`config.mk`:
```
export PLATFORM = sky130hd
export DESIGN_NAME = spi_counter_reader_flat
export DESIGN_NICKNAME = d
export VERILOG_FILES = /design/src/rtl/spi_counter_reader_if.sv /design/src/rtl/spi_counter_reader.sv /design/src/flat_wrapper.sv
export SDC_FILE = /design/constraint.sdc
export NUM_CORES = 1
export LEC_CHECK = 0
export CAP_MARGIN = 20
export CORE_UTILIZATION = 36
export DETAILED_ROUTE_END_ITERATION = 10
export HOLD_SLACK_MARGIN = 0.08
export MAX_ROUTING_LAYER = met4
export PLACE_DENSITY = 0.65
export SLEW_MARGIN = 20
export SYNTH_ARGS = -nofsm -noshare
export SYNTH_HDL_FRONTEND = slang
export SYNTH_SLANG_ARGS = --single-unit
```
`constraint.sdc`:
```
create_clock -name clk_12MHz -period 6.6 [get_ports clk_12MHz]
set_input_delay 1.32 -clock clk_12MHz [delete_from_list [all_inputs] [get_ports clk_12MHz]]
set_output_delay 1.32 -clock clk_12MHz [all_outputs]
set_load 0.02 [all_outputs]
```
`src/rtl/spi_counter_reader_if.sv`:
```
// Host-side pins of the SPI counter reader: start/busy/valid handshake,
// the SPI master pins, and the two parallel counter results.
interface spi_counter_reader_if #(
  parameter int unsigned WIDTH = 40
);
  logic             i_start;
  logic             o_busy;
  logic             o_SPI_CLK;
  logic             o_SPI_CS;
  logic             o_SPI_MOSI;
  logic             i_SPI_MISO;
  logic [WIDTH-1:0] o_counter_not;
  logic [WIDTH-1:0] o_counter_etalon;
  logic             o_valid;

  modport master (
    input  i_start, i_SPI_MISO,
    output o_busy, o_SPI_CLK, o_SPI_CS, o_SPI_MOSI,
    output o_counter_not, o_counter_etalon, o_valid
  );

  modport slave (
    output i_start, i_SPI_MISO,
    input  o_busy, o_SPI_CLK, o_SPI_CS, o_SPI_MOSI,
    input  o_counter_not, o_counter_etalon, o_valid
  );
endinterface

```
`src/rtl/spi_counter_reader.sv`:
```
// SPI mode-0 master: one 2*WIDTH-bit read per start, MSB first, split into
// counter_not (first half) and counter_etalon (second half) with a valid strobe.
module spi_counter_reader #(
  parameter int unsigned WIDTH   = 40,
  parameter int unsigned CLK_DIV = 6,
  parameter logic [7:0]  CMD     = 8'hA5,
  parameter int unsigned CS_GAP  = 4
) (
  input  logic                 clk_12MHz,
  input  logic                 i_rst_n,
  spi_counter_reader_if.master bus
);
  localparam int unsigned FRAME   = 2 * WIDTH;
  localparam int unsigned GAP_CYC = CS_GAP * CLK_DIV;
  localparam int unsigned CNT_MAX = (GAP_CYC > CLK_DIV) ? GAP_CYC : CLK_DIV;
  localparam int unsigned CNT_W   = $clog2(CNT_MAX + 1);
  localparam int unsigned BIT_W   = $clog2(FRAME + 1);

  typedef enum logic [2:0] {IDLE, SETUP, XFER, HOLD, GAP} state_t;

  // Reset asserts asynchronously but releases two clocks later, in step with clk.
  logic [1:0] rst_sync_q, rst_sync_d;
  logic       rst_n;

  always_comb rst_sync_d = {rst_sync_q[0], 1'b1};

  always_ff @(posedge clk_12MHz or negedge i_rst_n) begin
    if (!i_rst_n) rst_sync_q <= '0;
    else          rst_sync_q <= rst_sync_d;
  end

  assign rst_n = rst_sync_q[1];

  state_t             state_q, state_d;
  logic [CNT_W-1:0]   cnt_q, cnt_d;
  logic [BIT_W-1:0]   bits_q, bits_d;
  logic [FRAME-1:0]   shift_q, shift_d;
  logic               sclk_q, sclk_d;
  logic               cs_q, cs_d;
  logic               mosi_q, mosi_d;
  logic               busy_q, busy_d;
  logic               valid_q, valid_d;
  logic [WIDTH-1:0]   not_q, not_d;
  logic [WIDTH-1:0]   et_q, et_d;
  logic               expired;

  always_comb begin
    state_d = state_q;
    cnt_d   = cnt_q;
    bits_d  = bits_q;
    shift_d = shift_q;
    sclk_d  = sclk_q;
    cs_d    = cs_q;
    mosi_d  = mosi_q;
    busy_d  = busy_q;
    valid_d = 1'b0;
    not_d   = not_q;
    et_d    = et_q;
    expired = (cnt_q == '0);

    if (state_q != IDLE && !expired) cnt_d = cnt_q - CNT_W'(1);

    case (state_q)
      IDLE: begin
        sclk_d = 1'b0;
        cs_d   = 1'b1;
        if (bus.i_start) begin
          state_d = SETUP;
          cs_d    = 1'b0;
          busy_d  = 1'b1;
          mosi_d  = CMD[7];
          cnt_d   = CNT_W'(CLK_DIV - 1);
          bits_d  = '0;
          shift_d = '0;
        end
      end
      SETUP: begin
        if (expired) begin
          state_d = XFER;
          cnt_d   = CNT_W'(CLK_DIV - 1);
        end
      end
      XFER: begin
        if (expired) begin
          cnt_d = CNT_W'(CLK_DIV - 1);
          if (!sclk_q) begin
            // Slave shifts on the falling edge, so MISO is settled at our rise.
            sclk_d  = 1'b1;
            shift_d = {shift_q[FRAME-2:0], bus.i_SPI_MISO};
            bits_d  = bits_q + BIT_W'(1);
          end else begin
            sclk_d = 1'b0;
            mosi_d = (bits_q < BIT_W'(8)) ? CMD[3'd7 - bits_q[2:0]] : 1'b0;
            if (bits_q == BIT_W'(FRAME)) begin
              state_d = HOLD;
              cnt_d   = CNT_W'(CLK_DIV - 1);
            end
          end
        end
      end
      HOLD: begin
        if (expired) begin
          state_d = GAP;
          cs_d    = 1'b1;
          not_d   = shift_q[FRAME-1:WIDTH];
          et_d    = shift_q[WIDTH-1:0];
          valid_d = 1'b1;
          cnt_d   = CNT_W'(GAP_CYC - 1);
        end
      end
      GAP: begin
        if (expired) begin
          state_d = IDLE;
          busy_d  = 1'b0;
        end
      end
      default: begin
        state_d = IDLE;
        cs_d    = 1'b1;
        sclk_d  = 1'b0;
        busy_d  = 1'b0;
      end
    endcase
  end

  always_ff @(posedge clk_12MHz or negedge rst_n) begin
    if (!rst_n) begin
      state_q <= IDLE;
      cnt_q   <= '0;
      bits_q  <= '0;
      shift_q <= '0;
      sclk_q  <= 1'b0;
      cs_q    <= 1'b1;
      mosi_q  <= 1'b0;
      busy_q  <= 1'b0;
      valid_q <= 1'b0;
      not_q   <= '0;
      et_q    <= '0;
    end else begin
      state_q <= state_d;
      cnt_q   <= cnt_d;
      bits_q  <= bits_d;
      shift_q <= shift_d;
      sclk_q  <= sclk_d;
      cs_q    <= cs_d;
      mosi_q  <= mosi_d;
      busy_q  <= busy_d;
      valid_q <= valid_d;
      not_q   <= not_d;
      et_q    <= et_d;
    end
  end

  assign bus.o_busy           = busy_q;
  assign bus.o_SPI_CLK        = sclk_q;
  assign bus.o_SPI_CS         = cs_q;
  assign bus.o_SPI_MOSI       = mosi_q;
  assign bus.o_valid          = valid_q;
  assign bus.o_counter_not    = not_q;
  assign bus.o_counter_etalon = et_q;
endmodule
```
`src/flat_wrapper.sv`:
```
// flat-port wrapper written by rule: the top's interface ports become plain ports
module spi_counter_reader_flat 
#(
  parameter int unsigned WIDTH   = 40,
  parameter int unsigned CLK_DIV = 6,
  parameter logic [7:0]  CMD     = 8'hA5,
  parameter int unsigned CS_GAP  = 4
)
  (clk_12MHz, i_rst_n, bus_i_start, bus_i_SPI_MISO, bus_o_busy, bus_o_SPI_CLK, bus_o_SPI_CS, bus_o_SPI_MOSI, bus_o_counter_not, bus_o_counter_etalon, bus_o_valid);
  spi_counter_reader_if #(.WIDTH(WIDTH)) bus_i ();
  input  logic clk_12MHz;
  input  logic i_rst_n;
  input wire logic [$bits(bus_i.i_start)-1:0] bus_i_start;
  input wire logic [$bits(bus_i.i_SPI_MISO)-1:0] bus_i_SPI_MISO;
  output wire logic [$bits(bus_i.o_busy)-1:0] bus_o_busy;
  output wire logic [$bits(bus_i.o_SPI_CLK)-1:0] bus_o_SPI_CLK;
  output wire logic [$bits(bus_i.o_SPI_CS)-1:0] bus_o_SPI_CS;
  output wire logic [$bits(bus_i.o_SPI_MOSI)-1:0] bus_o_SPI_MOSI;
  output wire logic [$bits(bus_i.o_counter_not)-1:0] bus_o_counter_not;
  output wire logic [$bits(bus_i.o_counter_etalon)-1:0] bus_o_counter_etalon;
  output wire logic [$bits(bus_i.o_valid)-1:0] bus_o_valid;
  assign bus_i.i_start = bus_i_start;
  assign bus_i.i_SPI_MISO = bus_i_SPI_MISO;
  assign bus_o_busy = bus_i.o_busy;
  assign bus_o_SPI_CLK = bus_i.o_SPI_CLK;
  assign bus_o_SPI_CS = bus_i.o_SPI_CS;
  assign bus_o_SPI_MOSI = bus_i.o_SPI_MOSI;
  assign bus_o_counter_not = bus_i.o_counter_not;
  assign bus_o_counter_etalon = bus_i.o_counter_etalon;
  assign bus_o_valid = bus_i.o_valid;
  spi_counter_reader #(.WIDTH(WIDTH), .CLK_DIV(CLK_DIV), .CMD(CMD), .CS_GAP(CS_GAP)) u_core (.clk_12MHz(clk_12MHz), .i_rst_n(i_rst_n), .bus(bus_i));
endmodule
```
==> reports/metrics.cfg, run 1 <==
[status]
outcome=finished clean

[logic_synthesis]
yosysTopAreaCellShare_pct=64.0
synth_area_leaders=dfrtp_1 64%, mux2_2 12%, a22o_1 10%, buf_6 1.3%, mux2_1 1.1%
synth_edf_count=0
synthTopCellsByCount=181 x dfrtp_1, 82 x a22o_1, 75 x mux2_2
ys_seq_elements=182
async_flop_share_pct=100
synth_ff_type=dfrtp_1
yosys_warnings=0
synth.cell_area_sq_um=7070
synth_cell_type_count=51
syn-num-nets=492
yosysTopAreaCell=dfrtp_1
syn_inst=485
ys_seq_area_share_pct=64.4
yosysMostFrequentCell=dfrtp_1
syn_area_per_cell_sq_um=14.6

[min_path]
holdCritStartpoint=u_core.rst_sync_q[0]
hold_path.class=reg -> reg
whs_path_depth=0
hold_path_end=u_core.rst_sync_q[1]

[critical_path]
startpoint=bus_i_start
path_cells=clkdlybuf4s50_1 -> nor4b_2 -> a21oi_4 -> buf_4 -> or4_1 -> a21oi_1
crit_path_start_kind=input pin
reg2reg_from=u_core.cnt_q[0]
criticalPathCategory=in -> reg
reg2reg_slack_ns=3.69
required_ns=6.93
reg2reg_depth=9
cp-end-kind=flop
cp_max_fo=86
worst_path_max_delay_cell=clkdlybuf4s50_1
r2r_end=u_core.bits_q[0]
cp_slowest_stage_delay_ns=0.59
crit_arrival_ns=3.51

[global_route]
grt_pass1_wl_mm=23.0
grt_pass1_vias=4363
antenna_found_initial=0
grt_max_degree=87
grt_overflow=0
grtUsageTotal_pct=15.0

[place]
dp_hpwl_mm=8.55
io_buffer_count=88
post_dp_cell_area_sq_um=8160
placedCellCount=807
place_ws_ns=2.95
routabilityCongestion=0.772

[timing]
fmax_mhz=315
setup_violations=0
tns_ns=0
fin_skew_ns=0.00937
worst_slack_ns=3.43
slew_viol_final=0
rsz0062_at_grt=no
tightest_slew_ns=1.06
whs_ns=0.364
slew_headroom_pct=29.1
hold_viol_final=0
min_period_ns=3.17
finalCritPeriodShare_pct=48.0

[cells_and_area]
utilization_pct=46.2
drive_above_1_share_pct=20.2
fin_nets=573
num_antenna_cells=0
finish.instance_area_sq_um=8760
num-fill-cells=1667
instances_no_fill=839
synthToLayoutAreaGrowth_pct=23.8

[cts]
cts_tree=done
cts-root-buf=clkbuf_16
cts_buffers=17
clk_latency_ns=0.42
cts_max_level=4
max-clock-path-buffers=2
hold_buffers=0
post_cts_buffers=0
clock-sinks=182
cts_resized=0
path_clk_slew_ns=0.07

[power_and_ir_drop]
total_power_mw=2.63
powerDensity_nw_per_um2=300
ir_drop_mv=0.159
p_leak_nw=4.06

[floorplanning]
die_w_microns=142
ios=89
start_util_pct=37.3
core_area_sq_um=19000
die_area_sq_um=20200
core.rowCount=50
die_height_microns=142

[route]
finalWirelength_mm=13.7
drtIter0Drc=245
ant_nets=0
drc_errors=0
wire_per_inst_microns=16.4
drtPass1Iterations=5
vias=4250
vias_per_cell=5.07

[run]
maxCapViolCount=0

[cells by family after synthesis]
family	after synthesis	share of synthesized area [%]
other cells	1	0.0530
fa+ha+maj	3	0.531
simple gates	54	4.81
flops	182	64.4
buf+inv	39	3.06
xor+xnor	2	0.248
compound gates	121	13.7
mux	83	13.2
[power breakdown]
part	internal (mW)	switching [mW]
registers	1.16	0.0830
logic	0.138	0.206
clock network	0.636	0.407
total	1.93	0.696
[cell type report]
class / count / area (sq um) / share of cell area, %
Inverter: 6 / 22.5 / 0.257
Sequential cell: 182 / 4560 / 52.1
Clock buffer: 24 / 452 / 5.16
Multi-Input combinational cell: 264 / 2310 / 26.4
Clock inverter: 8 / 149 / 1.70
Timing Repair Buffer: 95 / 937 / 10.7
Tap cell: 260 / 325 / 3.72
[worst max-delay path, delay by kind of cell]
family | cells | cell delay [ns]
AO/OA/AOI/OAI | 2 | 0.19
buffers and inverters | 2 | 0.95
AND/OR/NAND/NOR | 2 | 1.04
[how the worst max path moves through the flow]
| stage | cells past startpoint | end |
|---|---|---|
| final | 6 | u_core.bits_q[5] |
| after global routing | 6 | u_core.bits_q[5] |
| after floorplan | 0 | u_core.bits_q[0] |
| after global placement | 6 | u_core.bits_q[5] |
| after detailed placement | 6 | u_core.bits_q[5] |
| after CTS | 6 | u_core.bits_q[5] |
[routing by layer]
| layer | vias to the layer above | wire (microns) | global-route usage, % |
|---|---|---|---|
| met5 | - | 0 | - |
| met4 | 0 | 172 | 5.09 |
| met3 | 16 | 490 | 3.50 |
| met2 | 71 | 6490 | 22.0 |
| met1 | 2204 | 6570 | 20.4 |
| li1 | 1959 | - | - |
[sequential cells by signal, summed over array words and instances (netlist names)]
name,flops
u_core.bus.o_counter_not,40
u_core.cnt_q,5
u_core.shift_q,80
u_core.bits_q,7
u_core.state_q,3
u_core.bus.o_busy,1
u_core.rst_sync_q,2
u_core.bus.o_counter_etalon,40
u_core.bus.o_SPI_CLK,1
u_core.bus.o_SPI_CS,1
u_core.bus.o_valid,1
u_core.bus.o_SPI_MOSI,1
[cells in the final DEF, fill, tap and decap left out, types with 4 or more instances in the layout]
cell,instances
dfrtp_1,180
nor2_1,9
mux2_2,75
inv_1,6
clkbuf_1,7
a22o_1,82
bufinv_16,4
clkdlybuf4s50_1,88
nand3_1,4
clkbuf_16,17
a21oi_1,8
mux2_1,7
o21ai_0,11
nand2_1,12
buf_4,6
Note: power is estimated with default switching activity, not from simulation.
==> inputs of run 2 (changes only) <==
Clock period 6.6 ns to 3 ns, I/O delays scaled along.
==> reports/metrics.cfg, run 2 (synthesis results as in run 1) <==
[floorplanning]
core.rowCount=50  ; unchanged
die_w_microns=142  ; unchanged
start_util_pct=37.3  ; unchanged
die_area_sq_um=20200  ; unchanged
core_area_sq_um=19000  ; unchanged
die_height_microns=142  ; unchanged
ios=89  ; unchanged

[cts]
cts_max_level=4  ; unchanged
hold_buffers=0  ; unchanged
max-clock-path-buffers=2  ; unchanged
post_cts_buffers=0  ; unchanged
cts-root-buf=clkbuf_16
cts_buffers=17  ; unchanged
clk_latency_ns=0.42  ; about the same
clock-sinks=182  ; unchanged
path_clk_slew_ns=0.07  ; about the same
cts_resized=0  ; unchanged
cts_tree=done

[place]
routabilityCongestion=0.823  ; +6.5%
dp_hpwl_mm=8.92  ; +4.4%
io_buffer_count=88  ; unchanged
placedCellCount=812  ; +0.62%

[cells_and_area]
fin_nets=578  ; +0.87%
synthToLayoutAreaGrowth_pct=24.8
num_antenna_cells=0  ; unchanged
top_register=u_core.shift_q
final_common_cell=dfrtp_1
num-fill-cells=1678  ; +0.66%
seq_area_sq_um=4560  ; unchanged
multi_input_area_sq_um=2310  ; unchanged
drive_above_1_share_pct=21.4  ; +1.2 points
final_cell_mix=180 x dfrtp_1, 88 x clkdlybuf4s50_1, 82 x a22o_1, 75 x mux2_2, 17 x clkbuf_16
instances_no_fill=844  ; +0.60%
largest_register_ffs=80  ; unchanged

[timing]
slew_viol_final=0  ; unchanged
rsz0062_at_grt=no
tns_ns=0  ; unchanged
tightest_slew_ns=0.604  ; -0.460 ns
hold_viol_final=0  ; unchanged
slew_headroom_pct=59.7  ; +31 points
fin_skew_ns=0.0109  ; +0.00150 ns
min_period_ns=2.42
setup_violations=0  ; unchanged
finalCritPeriodShare_pct=80.7
fmax_mhz=413

[critical_path]
required_ns=3.31  ; -3.62 ns
reg2reg_from=u_core.cnt_q[0]
r2r_end=u_core.bus.o_counter_etalon[7]
cp_max_fo=59  ; -31%
cp_top_family=simple AND/OR/NAND/NOR gates
worst_path_max_delay_cell=nor4b_4
crit_path_start_kind=flop
reg2reg_slack_ns=0.58  ; -3.11 ns
reg2reg_depth=7  ; -2
criticalPathCategory=reg -> reg
cp-end-kind=flop
path_buf_inv=2  ; unchanged
crit_arrival_ns=2.73  ; -0.78 ns
path_cells=inv_1 -> ha_1 -> nor4b_4 -> nand2_2 -> nor2_4 -> buf_12 -> mux2_2
cp_slowest_stage_delay_ns=0.47  ; -0.12 ns

[power_and_ir_drop]
ir_drop_mv=0.446  ; +180%
powerDensity_nw_per_um2=645  ; +110%
power_frac_comb_pct=14.3  ; +1.2 points
clkPwrFrac_pct=37.9  ; -1.8 points
p_leak_nw=4.09  ; +0.84%
p_seq_share_pct=47.8  ; +0.6 points
p_sw_mw=1.59  ; +130%
intPower_mw=4.10  ; +110%
p_sw_share_pct=27.9  ; +1.4 points

[route]
vias_per_cell=5.16  ; +1.8%
drtIter0Drc=360  ; +47%
drc_errors=0  ; unchanged
ant_nets=0  ; unchanged
wire_per_inst_microns=16.8  ; +2.4%
finalWirelength_mm=14.1  ; +3.1%
drtPass1Iterations=4  ; -1
vias=4353  ; +2.4%

[run]
maxCapViolCount=0  ; unchanged

[global_route]
antenna_found_initial=0  ; unchanged
grtUsageTotal_pct=15.7  ; +0.68 points
grt_overflow=0  ; unchanged
grt_pass1_vias=4447  ; +1.9%
met1_usage_pct=20.7  ; +0.36 points
busiest_layer=met2
grt_pass1_wl_mm=24.0  ; +4.5%
use_met2_pct=23.2  ; +1.2 points
grt_max_degree=69  ; -21%
use_met3_pct=3.80  ; +0.30 points

[status]
outcome=finished clean

[min_path]
hold_path.class=in -> async

[run 2: changes by cell type in the layout (fill, tap and decap cells not counted), moves of 3 or more]
cell and change:
buf_12 +5, bufinv_16 -3, clkbuf_1 -3, clkbuf_8 +3, inv_6 +3
[run 2: stage by stage]
| step | setup slack [ns] | util [%] | total power, mW | cell area [sq um] | hold WS, ns |
|---|---|---|---|---|---|
| floorplan | 0.999 | - | 3.33 | 7080 | 0.304 |
| global placement | 0.382 | 43.5 | 3.53 | 8250 | 0.334 |
| detailed placement | 0.324 | 43.5 | 3.58 | 8250 | 0.345 |
| CTS | 0.579 | 46.5 | 5.75 | 8820 | 0.324 |
| global route | 0.387 | 46.5 | 5.95 | 8820 | 0.327 |
| finish | 0.580 | 46.5 | 5.69 | 8820 | 0.341 |
[run 2: how the worst max path moves through the flow]
stage / from / end / depth (start not counted) / slack (ns)
after floorplan: u_core.cnt_q[0] / u_core.bus.o_counter_not[3] / 7 / 1.0
after global placement: bus_i_start / u_core.bits_q[5] / 5 / 0.38
after detailed placement: bus_i_start / u_core.bits_q[5] / 5 / 0.32
after CTS: u_core.cnt_q[0] / u_core.bus.o_counter_etalon[25] / 7 / 0.58
after global routing: u_core.cnt_q[0] / u_core.bus.o_counter_etalon[25] / 7 / 0.39
final: u_core.cnt_q[0] / u_core.bus.o_counter_etalon[7] / 7 / 0.58
[run 2: layer usage]
metal	wire length [microns]	part of all wire [%]
met5	0	0
met4	223	1.6
met3	659	4.7
met2	6590	47
met1	6670	47
[run 2: cell type report]
class,instances,share of cell area [%]
flip-flops and latches,182,51.7
well taps,260,3.69
repair buffers,100,11.7
multi-input cells,264,26.2
inverters,6,0.255
clock inverters,8,1.01
clock buffers,24,5.46
[run 2: power by group through the flow]
| stage | Clock [mW] | Combinational (mW) | Sequential, mW |
|---|---|---|---|
| CTS | 2.21 | 0.818 | 2.72 |
| global route | 2.31 | 0.902 | 2.74 |
| detailed placement | 0 | 0.818 | 2.76 |
| finish | 2.15 | 0.813 | 2.72 |
| floorplan | 0 | 0.595 | 2.73 |
| global placement | 0 | 0.778 | 2.76 |
==> inputs of run 3 (changes only) <==
Clock period 3 ns to 2.53 ns, I/O delays scaled along.
==> reports/metrics.cfg, run 3 (synthesis results as in run 1) <==
[status]
outcome=finished clean

[cells_and_area]
synthToLayoutAreaGrowth_pct=25.8
utilization_pct=46.9  ; +0.40 points
num_antenna_cells=0  ; unchanged
finish.instance_area_sq_um=8900  ; +0.85%
final_common_cell=dfrtp_1
final_cell_mix=180 x dfrtp_1, 88 x clkdlybuf4s50_1, 82 x a22o_1, 75 x mux2_2, 17 x clkbuf_16
fin_nets=585  ; +1.2%
largest_register_ffs=80  ; unchanged
top_register=u_core.shift_q
drive_above_1_share_pct=22.5  ; +1.1 points

[power_and_ir_drop]
power_frac_comb_pct=15.8  ; +1.5 points
p_sw_mw=1.90  ; +20%
powerDensity_nw_per_um2=772  ; +20%
p_sw_share_pct=27.7  ; -0.26 points
p_leak_nw=4.14  ; +1.1%
total_power_mw=6.87  ; +21%
intPower_mw=4.97  ; +21%
clkPwrFrac_pct=38.0  ; about the same
ir_drop_mv=0.437  ; -2.1%
p_seq_share_pct=46.2  ; -1.6 points

[cts]
max-clock-path-buffers=2  ; unchanged
cts-root-buf=clkbuf_16
cts_buffers=17  ; unchanged
path_clk_slew_ns=0.07  ; about the same
cts_max_level=4  ; unchanged
clock-sinks=182  ; unchanged
cts_tree=done
post_cts_buffers=0  ; unchanged
cts_resized=0  ; unchanged
clk_latency_ns=0.42  ; about the same
hold_buffers=0  ; unchanged

[critical_path]
worst_path_max_delay_cell=dfrtp_1
cp_slowest_stage_delay_ns=0.42  ; -0.05 ns
reg2reg_from=u_core.cnt_q[0]
crit_arrival_ns=2.55  ; -0.18 ns
cp-end-kind=flop
path_cells=inv_1 -> ha_1 -> nor4b_4 -> nand2_2 -> nor2_4 -> buf_12 -> mux2_2
crit_path_start_kind=flop
startpoint=u_core.cnt_q[0]
cp_top_family=simple AND/OR/NAND/NOR gates
required_ns=2.84  ; -0.47 ns
cp_max_fo=65  ; +10%
path_buf_inv=2  ; unchanged
criticalPathCategory=reg -> reg

[timing]
finalCritPeriodShare_pct=88.7  ; +8.1 points
fin_skew_ns=0.00652  ; -0.00435 ns
min_period_ns=2.25  ; -0.175 ns
hold_viol_final=0  ; unchanged
tns_ns=0  ; unchanged
slew_viol_final=0  ; unchanged
setup_violations=0  ; unchanged
slew_headroom_pct=59.7  ; about the same
fmax_mhz=445  ; +7.8%
tightest_slew_ns=0.595  ; -0.00890 ns
rsz0062_at_grt=no

[place]
dp_hpwl_mm=8.84  ; -0.90%
io_buffer_count=88  ; unchanged
routabilityCongestion=0.844  ; +2.7%
post_dp_cell_area_sq_um=8320  ; +0.79%

[route]
finalWirelength_mm=13.9  ; -1.7%
vias=4378  ; +0.57%
drtIter0Drc=239  ; -34%
ant_nets=0  ; unchanged
vias_per_cell=5.15  ; -0.14%
wire_per_inst_microns=16.4  ; -2.4%
drtPass1Iterations=4  ; unchanged
drc_errors=0  ; unchanged

[global_route]
grt_max_degree=77  ; +12%
antenna_found_initial=0  ; unchanged
grt_pass1_vias=4674  ; +5.1%
grt_pass1_wl_mm=24.2  ; +0.52%
grtUsageTotal_pct=15.6  ; -0.088 points
grt_overflow=0  ; unchanged

[run]
maxCapViolCount=0  ; unchanged

[floorplanning]
die_area_sq_um=20200  ; unchanged
start_util_pct=37.3  ; unchanged
ios=89  ; unchanged
core.rowCount=50  ; unchanged
die_height_microns=142  ; unchanged
core_area_sq_um=19000  ; unchanged
die_w_microns=142  ; unchanged

[min_path]
hold_path.class=in -> async

run 3: cell types whose count changed in the layout (fill, tap and decap cells not counted), sizes merged:
cell    delta
bufinv     +1
buf        +7
inv        -1
clkinv     +2
clkbuf     -3
run 3: path summary, 6_finish.rpt:
path / cells past startpoint / slack (ns) / end
setup / recovery: 7 / 0.28 / u_core.bus.o_counter_etalon[4]
hold / removal: 1 / 0.24 / u_core.rst_sync_q[1]
setup reg to reg: 7 / 0.28 / u_core.bus.o_counter_etalon[4]
hold reg to reg: 0 / 0.25 / u_core.shift_q[70]
max in group asynchronous: 2 / 1.50 / u_core.bus.o_counter_etalon[30]
min in group clk_12MHz: 0 / 0.36 / u_core.rst_sync_q[1]
run 3: through the flow:
stage	setup WS [ns]	instances	hold WS, ns
final	0.285	850	0.238
after global routing	0.172	850	0.221
after CTS	0.287	850	0.223
after detailed placement	0.309	819	0.258
after global placement	0.338	819	0.250
after floorplan	0.529	485	0.210
run 3: metal layers:
| metal | GRT usage, % | share of wire [%] | up-vias |
|---|---|---|---|
| met3 | 3.63 | 3.8 | 22 |
| li1 | - | - | 1989 |
| met5 | - | 0 | - |
| met1 | 20.5 | 47 | 2270 |
| met4 | 5.94 | 2.1 | 0 |
| met2 | 23.4 | 47 | 97 |
run 3: cell type report:
| cell class | count | area, sq um |
|---|---|---|
| repair buffers | 107 | 1100 |
| fillers | 1667 | 10100 |
| well taps | 260 | 325 |
| multi-input cells | 264 | 2310 |
| clock inverters | 10 | 120 |
| clock buffers | 21 | 460 |
| flip-flops and latches | 182 | 4560 |
| inverters | 6 | 22.5 |
run 3: power by group through the flow:
stage	Sequential [mW]	Clock [mW]	Combinational (mW)
final	3.17	2.61	1.09
after global routing	3.19	2.81	1.21
after CTS	3.17	2.69	1.09
after detailed placement	3.22	0	1.09
after global placement	3.22	0	1.03
after floorplan	3.24	0	0.705
